==> config.mk <==
export PLATFORM = sky130hd
export DESIGN_NAME = uart_program_loader_flat
export DESIGN_NICKNAME = d
export VERILOG_FILES = /design/src/rtl/uart_program_loader_if.sv /design/src/rtl/uart_program_loader.sv /design/src/flat_wrapper.sv
export SDC_FILE = /design/constraint.sdc
export NUM_CORES = 1
export LEC_CHECK = 0
export BUFFER_PORTS_ARGS = -buffer_cell sky130_fd_sc_hd__buf_2
export CAP_MARGIN = 30
export CORE_MARGIN = 2
export CORE_UTILIZATION = 50
export CTS_CLUSTER_DIAMETER = 120
export DETAILED_ROUTE_END_ITERATION = 7
export PLACE_DENSITY = 0.72
export SYNTH_ARGS = -nofsm -noshare
export SYNTH_HDL_FRONTEND = slang
export SYNTH_SLANG_ARGS = --single-unit
==> constraint.sdc <==
create_clock -name clk -period 5.5 [get_ports clk]
set_input_delay 0.825 -clock clk [delete_from_list [all_inputs] [get_ports clk]]
set_output_delay 0.825 -clock clk [all_outputs]
set_load 0.03 [all_outputs]
==> src/rtl/uart_program_loader_if.sv <==
// Bundle of the loader's stream, memory-write and core-control signals.
// The loader side uses modport master; the UART/memory/core side uses slave.
interface uart_program_loader_if #(
  parameter int unsigned IMEM_ADDR_WIDTH = 10
);
  logic                       rx_valid;
  logic [7:0]                 rx_data;
  logic                       rx_error;
  logic                       load_req;
  logic                       imem_we;
  logic [IMEM_ADDR_WIDTH-1:0] imem_addr;
  logic [31:0]                imem_wdata;
  logic                       cpu_hold;
  logic                       cpu_start;
  logic                       load_error;
  logic [IMEM_ADDR_WIDTH:0]   words_loaded;

  modport master (
    input  rx_valid, rx_data, rx_error, load_req,
    output imem_we, imem_addr, imem_wdata, cpu_hold, cpu_start, load_error, words_loaded
  );

  modport slave (
    output rx_valid, rx_data, rx_error, load_req,
    input  imem_we, imem_addr, imem_wdata, cpu_hold, cpu_start, load_error, words_loaded
  );
endinterface

==> src/rtl/uart_program_loader.sv <==
// Boot loader: receives a little-endian word count followed by that many
// little-endian words over the UART byte stream, writes them to instruction
// memory from address 0 upward, then releases the core.
module uart_program_loader #(
  parameter int unsigned IMEM_ADDR_WIDTH = 10
) (
  input logic                  clk,
  input logic                  rst,
  uart_program_loader_if.master bus
);

  localparam int unsigned AW = IMEM_ADDR_WIDTH;

  typedef enum logic [1:0] {StLen, StLoad, StRun, StErr} state_e;

  state_e       state_q;
  logic [1:0]   byte_cnt_q;
  logic [23:0]  word_q;      // bytes 0..2 of the word being assembled
  logic [AW:0]  n_q;
  logic [AW:0]  words_q;
  logic         we_q;
  logic [AW-1:0] addr_q;
  logic [31:0]  wdata_q;
  logic         hold_q;
  logic         start_q;
  logic         err_q;

  logic [31:0]  full_word;
  logic [32:0]  capacity;

  assign full_word = {bus.rx_data, word_q};
  assign capacity  = 33'(1) << AW;

  // Single FSM with registered outputs; priority is rst > load_req > rx_error > rx_valid.
  always_ff @(posedge clk) begin
    if (rst) begin
      state_q    <= StLen;
      byte_cnt_q <= '0;
      word_q     <= '0;
      n_q        <= '0;
      words_q    <= '0;
      we_q       <= 1'b0;
      addr_q     <= '0;
      wdata_q    <= '0;
      hold_q     <= 1'b1;
      start_q    <= 1'b0;
      err_q      <= 1'b0;
    end else begin
      we_q    <= 1'b0;
      start_q <= 1'b0;
      if (bus.load_req) begin
        // Restart discards any partial word; a write already on the port completes.
        state_q    <= StLen;
        hold_q     <= 1'b1;
        byte_cnt_q <= '0;
        word_q     <= '0;
        n_q        <= '0;
        words_q    <= '0;
        err_q      <= 1'b0;
      end else begin
        unique case (state_q)
          StLen, StLoad: begin
            if (bus.rx_error) begin
              state_q <= StErr;
              hold_q  <= 1'b1;
              err_q   <= 1'b1;
            end else if (state_q == StLoad && words_q == n_q) begin
              // Last word was written in the previous cycle.
              state_q <= StRun;
              hold_q  <= 1'b0;
              start_q <= 1'b1;
            end else if (bus.rx_valid) begin
              byte_cnt_q <= byte_cnt_q + 2'd1;
              case (byte_cnt_q)
                2'd0:    word_q[7:0]   <= bus.rx_data;
                2'd1:    word_q[15:8]  <= bus.rx_data;
                2'd2:    word_q[23:16] <= bus.rx_data;
                default: word_q        <= '0;
              endcase
              if (byte_cnt_q == 2'd3) begin
                if (state_q == StLen) begin
                  if (full_word == '0) begin
                    state_q <= StRun;
                    hold_q  <= 1'b0;
                    start_q <= 1'b1;
                  end else if ({1'b0, full_word} > capacity) begin
                    state_q <= StErr;
                    err_q   <= 1'b1;
                  end else begin
                    state_q <= StLoad;
                    n_q     <= full_word[AW:0];
                  end
                end else begin
                  we_q    <= 1'b1;
                  addr_q  <= words_q[AW-1:0];
                  wdata_q <= full_word;
                  words_q <= words_q + (AW + 1)'(1);
                end
              end
            end
          end
          StRun, StErr: begin
            // Bytes and framing errors are ignored until load_req.
          end
        endcase
      end
    end
  end

  assign bus.imem_we      = we_q;
  assign bus.imem_addr    = addr_q;
  assign bus.imem_wdata   = wdata_q;
  assign bus.cpu_hold     = hold_q;
  assign bus.cpu_start    = start_q;
  assign bus.load_error   = err_q;
  assign bus.words_loaded = words_q;

endmodule

==> src/flat_wrapper.sv <==
// flat-port wrapper written by rule: the top's interface ports become plain ports
module uart_program_loader_flat 
#(
  parameter int unsigned IMEM_ADDR_WIDTH = 10
)
  (clk, rst, bus_rx_valid, bus_rx_data, bus_rx_error, bus_load_req, bus_imem_we, bus_imem_addr, bus_imem_wdata, bus_cpu_hold, bus_cpu_start, bus_load_error, bus_words_loaded);
  uart_program_loader_if #(.IMEM_ADDR_WIDTH(IMEM_ADDR_WIDTH)) bus_i ();
  input logic clk;
  input logic rst;
  input wire logic [$bits(bus_i.rx_valid)-1:0] bus_rx_valid;
  input wire logic [$bits(bus_i.rx_data)-1:0] bus_rx_data;
  input wire logic [$bits(bus_i.rx_error)-1:0] bus_rx_error;
  input wire logic [$bits(bus_i.load_req)-1:0] bus_load_req;
  output wire logic [$bits(bus_i.imem_we)-1:0] bus_imem_we;
  output wire logic [$bits(bus_i.imem_addr)-1:0] bus_imem_addr;
  output wire logic [$bits(bus_i.imem_wdata)-1:0] bus_imem_wdata;
  output wire logic [$bits(bus_i.cpu_hold)-1:0] bus_cpu_hold;
  output wire logic [$bits(bus_i.cpu_start)-1:0] bus_cpu_start;
  output wire logic [$bits(bus_i.load_error)-1:0] bus_load_error;
  output wire logic [$bits(bus_i.words_loaded)-1:0] bus_words_loaded;
  assign bus_i.rx_valid = bus_rx_valid;
  assign bus_i.rx_data = bus_rx_data;
  assign bus_i.rx_error = bus_rx_error;
  assign bus_i.load_req = bus_load_req;
  assign bus_imem_we = bus_i.imem_we;
  assign bus_imem_addr = bus_i.imem_addr;
  assign bus_imem_wdata = bus_i.imem_wdata;
  assign bus_cpu_hold = bus_i.cpu_hold;
  assign bus_cpu_start = bus_i.cpu_start;
  assign bus_load_error = bus_i.load_error;
  assign bus_words_loaded = bus_i.words_loaded;
  uart_program_loader #(.IMEM_ADDR_WIDTH(IMEM_ADDR_WIDTH)) u_core (.clk(clk), .rst(rst), .bus(bus_i));
endmodule
Yosys cells after proc, flatten, opt, wreduce, memory -nomap -nowiden

Cells that the tools add are included.

Output and inout bits: 57
Register bits after elaboration: 96
Word-level logic and storage cells: 93
Input port bits: 13

Add/subtract/negate cells: 2
Bitwise gates (word level): 12
Order comparisons: 1
Eq/ne operators: 7
Reduce and logical (&&, ||, !) cells: 29
Multiplexer cells: 29

Operators with widths:

| kind                                                             | number |
|---|---|
| case mux 8 bit (2 select lines)                                  | 3 |
| greater-than comparator 32 x 11 -> 1 bit (second input constant) | 1 |
| logical NOT 32 bit                                               | 1 |
| AND reduction 5 bit                                              | 4 |
| two-way mux 1 bit                                                | 19 |
| two-way mux 2 bit                                                | 7 |
| AND reduction 7 bit                                              | 2 |
| inverter 1 bit                                                   | 12 |
| nonzero test 3 bit                                               | 4 |
| adder 11 x 1 -> 11 bit (second input constant)                   | 1 |
| equality test 11 bit                                             | 1 |
| OR reduction 2 bit                                               | 5 |
| AND reduction 4 bit                                              | 2 |
| AND reduction 8 bit                                              | 1 |
| nonzero test 2 bit                                               | 4 |
| OR reduction 7 bit                                               | 1 |
| AND reduction 6 bit                                              | 1 |
| equality test 2 x 1 -> 1 bit (second input constant)             | 2 |
| equality test 2 bit (second input constant)                      | 2 |
| logical NOT 2 bit                                                | 2 |
| inequality test 2 bit (second input constant)                    | 2 |
| OR reduction 4 bit                                               | 1 |
| adder 2 x 1 -> 2 bit (second input constant)                     | 1 |
| logical AND 1 bit                                                | 1 |

Depth between registers and ports, before layout

Gate-level depths: netlist of run 1.

Depth in word-level cells: 8
Gate-level depth with buffers: 9
Mapped depth without buffers: 6

Least setup slack after synthesis of run 1

No wires, ideal clock.

Path type: input -> register
From: in bus_rx_error
To: reg u_core.words_q[10], in the netlist u_core.bus.words_loaded[10]
Library setup time: 70 ps
Buffers on the path: 2
Arrival time: 2310 ps
Required time: 5430 ps
Stages: 6
Path slack: 3120 ps
Cell sequence: or2_1 > buf_2 > or3_4 > buf_2 > or4_1 > a21oi_1

Cells in the longest elaborated chain, start to end: 2

Ends and longest elaborated chain:

| element                              | line                      | RTL |
|---|---|---|
| start: declaration                   | flat_wrapper.sv:12        | `input wire logic [$bits(bus_i.rx_error)-1:0] bus_rx_error;` |
| inverter 1 bit (no source line)      | n/a                       |  |
| AND reduction 6 bit (no source line) | n/a                       |  |
| end signal: assignment               | uart_program_loader.sv:97 | `words_q <= words_q + (AW + 1)'(1);` |
| end: declaration                     | uart_program_loader.sv:20 | `logic [AW:0] words_q;` |

No other way between the ends.
A chain may end at the register's enable or synchronous reset.

Worst setup path after layout of run 1

From: in bus_rx_data[7]
To: reg u_core.n_q[2]

Cells in the longest elaborated chain, start to end: 3
Elaborated cells between the ends (all ways): 5
Classes of those cells: order compare: 1; bitwise: 2; reduce/logical: 2

Ends and longest elaborated chain:

| element                                                                        | line                                                 | RTL |
|---|---|---|
| start: declaration                                                             | flat_wrapper.sv:11                                   | `input wire logic [$bits(bus_i.rx_data)-1:0] bus_rx_data;` |
| greater-than comparator 32 x 11 -> 1 bit or logical NOT 32 bit (tied branches) | uart_program_loader.sv:86, uart_program_loader.sv:82 |  |
| inverter 1 bit (no source line)                                                | n/a                                                  |  |
| AND reduction 8 bit (no source line) *                                         | n/a                                                  |  |
| end signal: assignment                                                         | uart_program_loader.sv:91                            | `n_q <= full_word[AW:0];` |
| end: declaration                                                               | uart_program_loader.sv:19                            | `logic [AW:0] n_q;` |

Every way passes the cells marked *; elsewhere a longest branch is shown, timed or not.

==> results.tsv, run 1 <==
metric	value	unit
grt_pass1_vias	3644	
drc_errors	0	
cts-hold-fix-buffers	0	
postSynthAreaPerCell	8.30	um2
synth_top_area_share	0.455	
yosys-top-cells-count	dfxtp_1 (96), a21oi_1 (78), o21ai_0 (69)	
setup_violations	0	
grt_start_max_net_pins	60	
rsz0062_at_grt	no	
tns	0	ns
tightest_slew	0.959	ns
synth_edf_count	0	
hold_path_class	reg2reg	
final_core_util	0.583	
cts_sinks	96	
num_io_pins	70	
numCtsBuffers	9	
core	8220	um2
period_minus_slack	2.71	ns
post_drt_wl_per_cell	17.4	um
path_class	in2reg	
die_y	95.9	um
period_share	0.493	
power.switching	0.317	mW
hpwl	7620	um
power.internal	0.973	mW
antenna_found_initial	0	
synth.most_common_cell	dfxtp_1	
gr-total-overflow	0	
drtIter0Drc	208	
fmaxAchievable	368	MHz
cts_tree	built	
grt_pass1_wl	18200	um
hold_viol	0	
nets	565	
grtUsageTotal	0.255	
max_cap_viol_count	0	
finClkSkew	0.0147	ns
start_util	0.514	
swShare	0.246	
synth_seq_cells	96	
layout-drive-gt1-share	0.181	
synthFlopType	dfxtp_1	
ant_nets	0	
synth_fp_nets	527	
seq_area_frac_synth	0.455	
path_max_fanout	11	
outcome	finished, final reports clean	
post_cts.repair.setup_buffers	0	
ys_types	35	
cts_resized	0	
syn_to_final_growth	13.4	%
root_buffer	clkbuf_8	
antenna_cells	0	
startpoint_type	input pin	
yosysWarnings	0	
clkPwrFrac	0.400	
synth_top_area_cell	dfxtp_1	
die_w	95.9	um
io_buffers	69	
clkTransAtPathRegs	0.10	ns
dieArea	9200	um2
detail_route.wirelength	11400	um
relSlewSlack	0.358	
peakVddDrop	145	uV
clockBufferDepth	2	
yosys-top-cells-area	dfxtp_1 (45%), a21oi_1 (9.2%), o21ai_0 (8.2%)	
dr.pass1.iters	4	
critical_path_required	5.80	ns
gp_congestion	0.904	
powerDensity	269	nW/um2
slew_viol_final	0	
vias	4029	
worst_skew_pair.late_latency	0.37	ns
netlist_instances	509	
vias_per_cell	6.13	
end_kind	register	
arrival	3.01	ns
leakage	1.73	nW
h-tree-depth	3	
power_frac_comb	0.057	
num_rows	33	
syn_area	4230	um2
seqPwrFrac	0.543	
synth-async-reset-ratio	0	
[power groups by stage]
stage	clock network (mW)	registers, mW	logic [mW]
after global placement	0	0.717	0.0707
after CTS	0.517	0.700	0.0718
after global routing	0.554	0.701	0.0798
after detailed placement	0	0.717	0.0712
final	0.516	0.700	0.0737
after floorplan	0	0.717	0.0490
[sequential cells by signal, summed over array words and instances, names as in the netlist]
| signal | flops |
|---|---|
| u_core.bus.imem_wdata | 32 |
| u_core.bus.cpu_start | 1 |
| u_core.bus.imem_addr | 10 |
| u_core.bus.cpu_hold | 1 |
| u_core.word_q | 24 |
| u_core.state_q | 2 |
| u_core.bus.words_loaded | 11 |
| u_core.n_q | 11 |
| u_core.byte_cnt_q | 2 |
| u_core.bus.imem_we | 1 |
| u_core.bus.load_error | 1 |
[area by class of cell]
cell class / instances / area (um2)
Tap cell: 105 / 131
Timing Repair Buffer: 75 / 398
Multi-Input combinational cell: 361 / 2110
Clock inverter: 6 / 91.3
Sequential cell: 96 / 1920
Clock buffer: 10 / 128
Fill cell: 745 / 3420
Inverter: 4 / 15.0
[cell families after synthesis]
kind of cell    after synthesis  share of synthesized area
compound gates              166                      0.209
xor+xnor                     11                     0.0228
fa+ha+maj                     5                     0.0148
buf+inv                      52                     0.0500
flops                        96                      0.455
mux                          12                     0.0284
simple gates                167                      0.220
[worst max-delay path: stages]
cell	delay (ns)
buf_2	0.14
nor4_1	0.33
nand4_1	0.23
nor4_1	0.34
nor4b_4	0.86
mux2i_1	0.28
[cell usage in the layout (no fill, tap or decap), drive strengths merged, types with 2 or more instances in the layout]
master	count
nand2	29
o21ai	69
buf	75
nor4	6
or2	3
xnor2	11
a21oi	78
nor2	12
nand3	49
or3	6
and3	6
clkinv	3
inv	5
nand4	35
a31oi	4
or4	9
mux2i	12
dfxtp	96
o31ai	10
a41o	3
nor3	7
clkbuf	10
ha	5
bufinv	2
[path summary, 6_finish.rpt]
| path | start | to | slack [ns] | cells after the start |
|---|---|---|---|---|
| worst min register to register | u_core.bus.imem_wdata[1] | u_core.bus.imem_wdata[1] | 0.48 | 2 |
| worst min-delay path | u_core.bus.imem_wdata[1] | u_core.bus.imem_wdata[1] | 0.48 | 2 |
| worst max-delay path | bus_rx_data[7] | u_core.n_q[2] | 2.79 | 6 |
| worst max register to register | u_core.word_q[1] | u_core.n_q[2] | 2.92 | 5 |
[stage by stage]
stage               area [um2]  total power [mW]  worst slack, ns  std cells  hold slack, ns
global placement          4560             0.787             2.50        640           0.457
CTS                       4790              1.29             2.81        657           0.477
detailed placement        4570             0.788             2.45        641           0.464
floorplan                 4230             0.766             3.12        509           0.447
global route              4790              1.33             2.62        657           0.498
finish                    4790              1.29             2.79        657           0.476
[per-layer routing]
metal	vias up	part of all wire	GRT usage
li1	1948	-	-
met1	1935	0.45	0.337
met2	129	0.49	0.427
met3	17	0.049	0.0446
met4	0	0.014	0.0774
met5	-	0	0
Note: power is estimated with default switching activity, not from simulation.
==> run 2: changes to the inputs <==
--- a/config.mk
+++ b/config.mk
@@ -11,7 +11,7 @@
 export CORE_UTILIZATION = 50
 export CTS_CLUSTER_DIAMETER = 120
 export DETAILED_ROUTE_END_ITERATION = 7
-export PLACE_DENSITY = 0.72
+export PLACE_DENSITY = 0.75
 export SYNTH_ARGS = -nofsm -noshare
 export SYNTH_HDL_FRONTEND = slang
 export SYNTH_SLANG_ARGS = --single-unit
==> constraint.sdc (replaced) <==
create_clock -name clk -period 2.2 [get_ports clk]
set_input_delay 0.33 -clock clk [delete_from_list [all_inputs] [get_ports clk]]
set_output_delay 0.33 -clock clk [all_outputs]
set_load 0.03 [all_outputs]
==> run 2 against run 1 <==
Register-to-register slack worse by 2.9 ns. Combinational power rose to 2.7 times the previous value. Critical path depth up 1. Clock power up 120%. Cell count up 2.9%. Count of clock-buffer cells in the layout unchanged. Die area unchanged. Via count up 4.7%. Sequential cell count unchanged. Hold slack worse by 0.21 ns. Sequential power rose to 2.5 times the previous value.
==> results.tsv, run 2 (same netlist as run 1, synthesis figures left out) <==
metric	value	unit
num_io_pins	70	
slew_viol_final	0	
worst_skew_pair.late_latency	0.37	ns
max_stage_delay	0.57	ns
dp_slack	0.0852	ns
die_y	95.9	um
hold_path_class	in2reg	
seq_area	1920	um2
largest_reg_flops	32	
period_share	0.997	
clkTransAtPathRegs	0.10	ns
r2r_slack	0.006	ns
syn_to_final_growth	17.9	%
root_buffer	clkbuf_8	
mostFrequentLayoutCell	dfxtp_1	
reg2regPathDepth	7	
cts-hold-fix-buffers	0	
final_cell_mix	dfxtp_1 (94), a21oi_1 (78), o21ai_0 (69), buf_2 (69), nand3_1 (49)	
tns	0	ns
num_rows	33	
hpwl	7870	um
cpMaxStageDelayCell	or4_1	
whs_endpoint	u_core.bus.imem_wdata[24]	
tightest_slew	0.850	ns
cts_sinks	96	
relSlewSlack	0.433	
startpoint_type	register	
fin_ws	0.00589	ns
powerDensity	625	nW/um2
detail_route.wirelength	11800	um
dr.pass1.iters	5	
cts_tree	built	
finClkSkew	0.0138	ns
p_total	3.11	mW
antenna_cells	0	
period_minus_slack	2.19	ns
io_buffers	69	
post_drt_wl_per_cell	17.5	um
numCtsBuffers	9	
r2r_start	u_core.word_q[6]	
layout-drive-gt1-share	0.215	
drc_errors	0	
cpLargestDelayFamily	simple AND/OR/NAND/NOR gates	
arrival	2.49	ns
hp-start	bus_rx_data[0]	
dieArea	9200	um2
path_max_fanout	5	
clockBufferDepth	2	
fmaxAchievable	456	MHz
nFillCells	724	
outcome	finished, final reports clean	
setup_violations	0	
peakVddDrop	327	uV
ant_nets	0	
start_util	0.514	
h-tree-depth	3	
fin_hold_ws	0.262	ns
die_w	95.9	um
core	8220	um2
crit_chain	or4_1, o31a_1, nand2b_4, nor4b_4, buf_4, clkbuf_16, mux2i_1	
leakage	1.84	nW
multi_input_area	2110	um2
critical_path_required	2.49	ns
grt_pass1_vias	3707	
cp.buffers_inverters	2	
hold_depth	3	
r2r_end	u_core.n_q[4]	
gr-total-overflow	0	
end_kind	register	
grtUsageTotal	0.258	
gp_congestion	0.866	
nets	584	
grt_start_max_net_pins	61	
max_cap_viol_count	0	
grt_pass1_wl	18500	um
drtIter0Drc	327	
vias	4218	
hold_viol	0	
path_class	reg2reg	
vias_per_cell	6.24	
antenna_found_initial	0	
-- run 2: layer usage --
layer  vias up  routed length [um]  global-route usage
met5         -                   0                   0
met4         0                 217              0.0857
met3        21                 722              0.0415
met2       170                5800               0.420
met1      2036                5070               0.349
li1       1991                   -                   -
-- run 2: power breakdown --
group	total, mW	internal [mW]	switching, mW
logic	0.201	0.0535	0.148
clock network	1.16	0.471	0.690
registers	1.75	1.74	0.00840
-- run 2: worst min-delay path, cell delays in order --
cell and delay [ns]:
buf_2 0.14, nand3_1 0.08, a21oi_1 0.05
-- run 2: worst max-delay path by stage --
stage | cells after the start | slack, ns | start | endpoint
global placement | 5 | 0.14 | u_core.word_q[1] | u_core.state_q[0]
CTS | 6 | 0.07 | u_core.word_q[1] | u_core.n_q[6]
finish | 7 | 0.006 | u_core.word_q[6] | u_core.n_q[4]
global route | 7 | -0.03 | u_core.word_q[1] | u_core.n_q[4]
floorplan | 9 | 0.13 | u_core.bus.words_loaded[2] | u_core.bus.imem_addr[5]
detailed placement | 6 | 0.09 | u_core.word_q[1] | u_core.n_q[6]
-- run 2: repair_timing --
item / in CTS / in global routing
endpoints found under the hold margin: 0 / 0
endpoints found under the setup margin: 0 / 33
gates resized for setup: 0 / 3
setup buffers: 0 / 1
-- run 2: through the flow --
step / instances / area (um2) / utilization
4_1_cts: 674 / 4940 / 0.601
3_3_place_gp: 658 / 4740 / 0.577
6_report: 676 / 4980 / 0.606
2_1_floorplan: 509 / 4230 / -
5_1_grt: 676 / 4980 / 0.606
3_5_place_dp: 658 / 4740 / 0.577
-- run 2: area by class of cell --
class,instances,share of cell area
inverters,4,0.00301
well taps,105,0.0264
repair buffers,94,0.121
flip-flops and latches,96,0.386
clock inverters,6,0.0116
clock buffers,10,0.0276
multi-input cells,361,0.425
==> run 3: changes to the inputs <==
--- a/config.mk
+++ b/config.mk
@@ -11,7 +11,9 @@
 export CORE_UTILIZATION = 50
 export CTS_CLUSTER_DIAMETER = 120
 export DETAILED_ROUTE_END_ITERATION = 7
-export PLACE_DENSITY = 0.75
+export PLACE_DENSITY = 0.72
+export SKIP_LAST_GASP = 1
+export SLEW_MARGIN = 10
 export SYNTH_ARGS = -nofsm -noshare
 export SYNTH_HDL_FRONTEND = slang
 export SYNTH_SLANG_ARGS = --single-unit
==> constraint.sdc (replaced) <==
create_clock -name clk -period 2.35 [get_ports clk]
set_input_delay 0.3525 -clock clk [delete_from_list [all_inputs] [get_ports clk]]
set_output_delay 0.3525 -clock clk [all_outputs]
set_load 0.03 [all_outputs]
==> run 3 against run 2 <==
Fmax rose by 0.76%. Register-to-register slack improved by 0.17 ns. Non-clock buffer count fell by 7. Via count fell by 3.6%. Utilization fell by 1.2 points. Count of clock-buffer cells in the layout fell by 1. Cell area fell by 2.0%. Hold slack improved by 0.018 ns. Combinational power fell by 10%. Critical endpoint is now u_core.word_q[23]. Largest power group unchanged. Highest routed layer unchanged.
==> results.tsv, run 3 (same netlist as run 1, synthesis figures left out) <==
metric	value	unit
rsz0062_at_grt	no	
whs_endpoint	u_core.bus.imem_wdata[28]	
r2r_slack	0.17	ns
vias	4068	
h-tree-depth	3	
hold_viol	0	
detail_route.wirelength	11600	um
post_drt_wl_per_cell	17.4	um
antenna_cells	0	
root_buffer	clkbuf_8	
path_max_fanout	69	
end_kind	register	
io_buffers	69	
peakVddDrop	356	uV
drtIter0Drc	229	
hpwl	7800	um
r2r_start	u_core.bus.words_loaded[8]	
antenna_found_initial	0	
stdcell_area	4880	um2
grtUsageTotal	0.254	
dieArea	9200	um2
clkTransAtPathRegs	0.10	ns
worst_skew_pair.late_latency	0.38	ns
cts-hold-fix-buffers	0	
hold_path_class	in2reg	
powerDensity	585	nW/um2
cpMaxStageDelayCell	or3_2	
critical_path_required	2.57	ns
leakage	1.78	nW
period_share	0.927	
startpoint_type	register	
cts_sinks	96	
syn_to_final_growth	15.5	%
cts_tree	built	
r2r_end	u_core.word_q[23]	
path_class	reg2reg	
dp.cells	653	
post_cts.repair.setup_buffers	0	
tightest_slew	0.825	ns
p_total	2.85	mW
relSlewSlack	0.450	
nets	577	
layout-drive-gt1-share	0.200	
final_cell_mix	dfxtp_1 (96), a21oi_1 (78), o21ai_0 (69), buf_2 (69), nand3_1 (49)	
dr.pass1.iters	4	
cts_resized	0	
num_rows	33	
reg2regPathDepth	6	
largest_reg_flops	32	
finClkSkew	0.0142	ns
mostFrequentLayoutCell	dfxtp_1	
num_io_pins	70	
dpl_cell_area	4690	um2
die_y	95.9	um
gr-total-overflow	0	
cp-startpoint	u_core.bus.words_loaded[8]	
clockBufferDepth	2	
fin_cells	669	
start_util	0.514	
core	8220	um2
crit_path_frequent_cell	nand4_1	
max_stage_delay	0.61	ns
numCtsBuffers	9	
grt_start_max_net_pins	70	
gp_congestion	0.911	
outcome	finished, final reports clean	
tns	0	ns
ant_nets	0	
period_minus_slack	2.18	ns
max_cap_viol_count	0	
hold_depth	3	
fmaxAchievable	459	MHz
setup_violations	0	
vias_per_cell	6.08	
grt_pass1_wl	18200	um
slew_viol_final	0	
die_w	95.9	um
grt_pass1_vias	3670	
arrival	2.40	ns
hp-start	bus_rx_data[4]	
crit_chain	xnor2_1, nand4_1, or3_2, buf_12, nand4_1, a21oi_1	
drc_errors	0	
[run 3: area by class of cell]
type,instances,area (um2)
Tap cell,105,131
Fill cell,755,3340
Sequential cell,96,1920
Multi-Input combinational cell,361,2110
Inverter,4,15.0
Clock buffer,9,124
Timing Repair Buffer,87,518
Clock inverter,7,61.3
[run 3: layer usage]
layer	part of all wire	GRT usage	vias to the layer above
li1	-	-	1969
met1	0.44	0.325	1951
met2	0.50	0.441	135
met3	0.051	0.0368	13
met4	0.014	0.0810	0
met5	0	0	-
[run 3: how the worst max path moves through the flow]
stage | end | slack, ns | depth (start not counted)
6_report | u_core.word_q[23] | 0.17 | 6
5_1_grt | u_core.n_q[6] | 0.06 | 6
3_5_place_dp | u_core.bus.imem_addr[0] | 0.22 | 6
3_3_place_gp | u_core.bus.words_loaded[7] | 0.29 | 5
4_1_cts | u_core.n_q[0] | 0.21 | 6
2_1_floorplan | u_core.bus.imem_addr[5] | 0.28 | 9
[run 3: stage by stage]
stage	hold WS, ns	utilization	worst slack (ns)
final	0.280	0.594	0.173
after global routing	0.276	0.594	0.0564
after global placement	0.459	0.571	0.289
after CTS	0.275	0.594	0.210
after floorplan	0.447	-	0.280
after detailed placement	0.464	0.571	0.221
[run 3: worst max-delay path, delay by kind of cell (launching register included)]
family / cells / cell delay, ns
compound gates: 1 / 0.09
xor+xnor: 1 / 0.20
buf+inv: 1 / 0.24
flops: 1 / 0.52
simple gates: 3 / 0.94
[run 3: where the power goes]
group	switching [mW]	internal (mW)
Combinational	0.134	0.0465
Sequential	0.00786	1.63
Clock	0.629	0.405
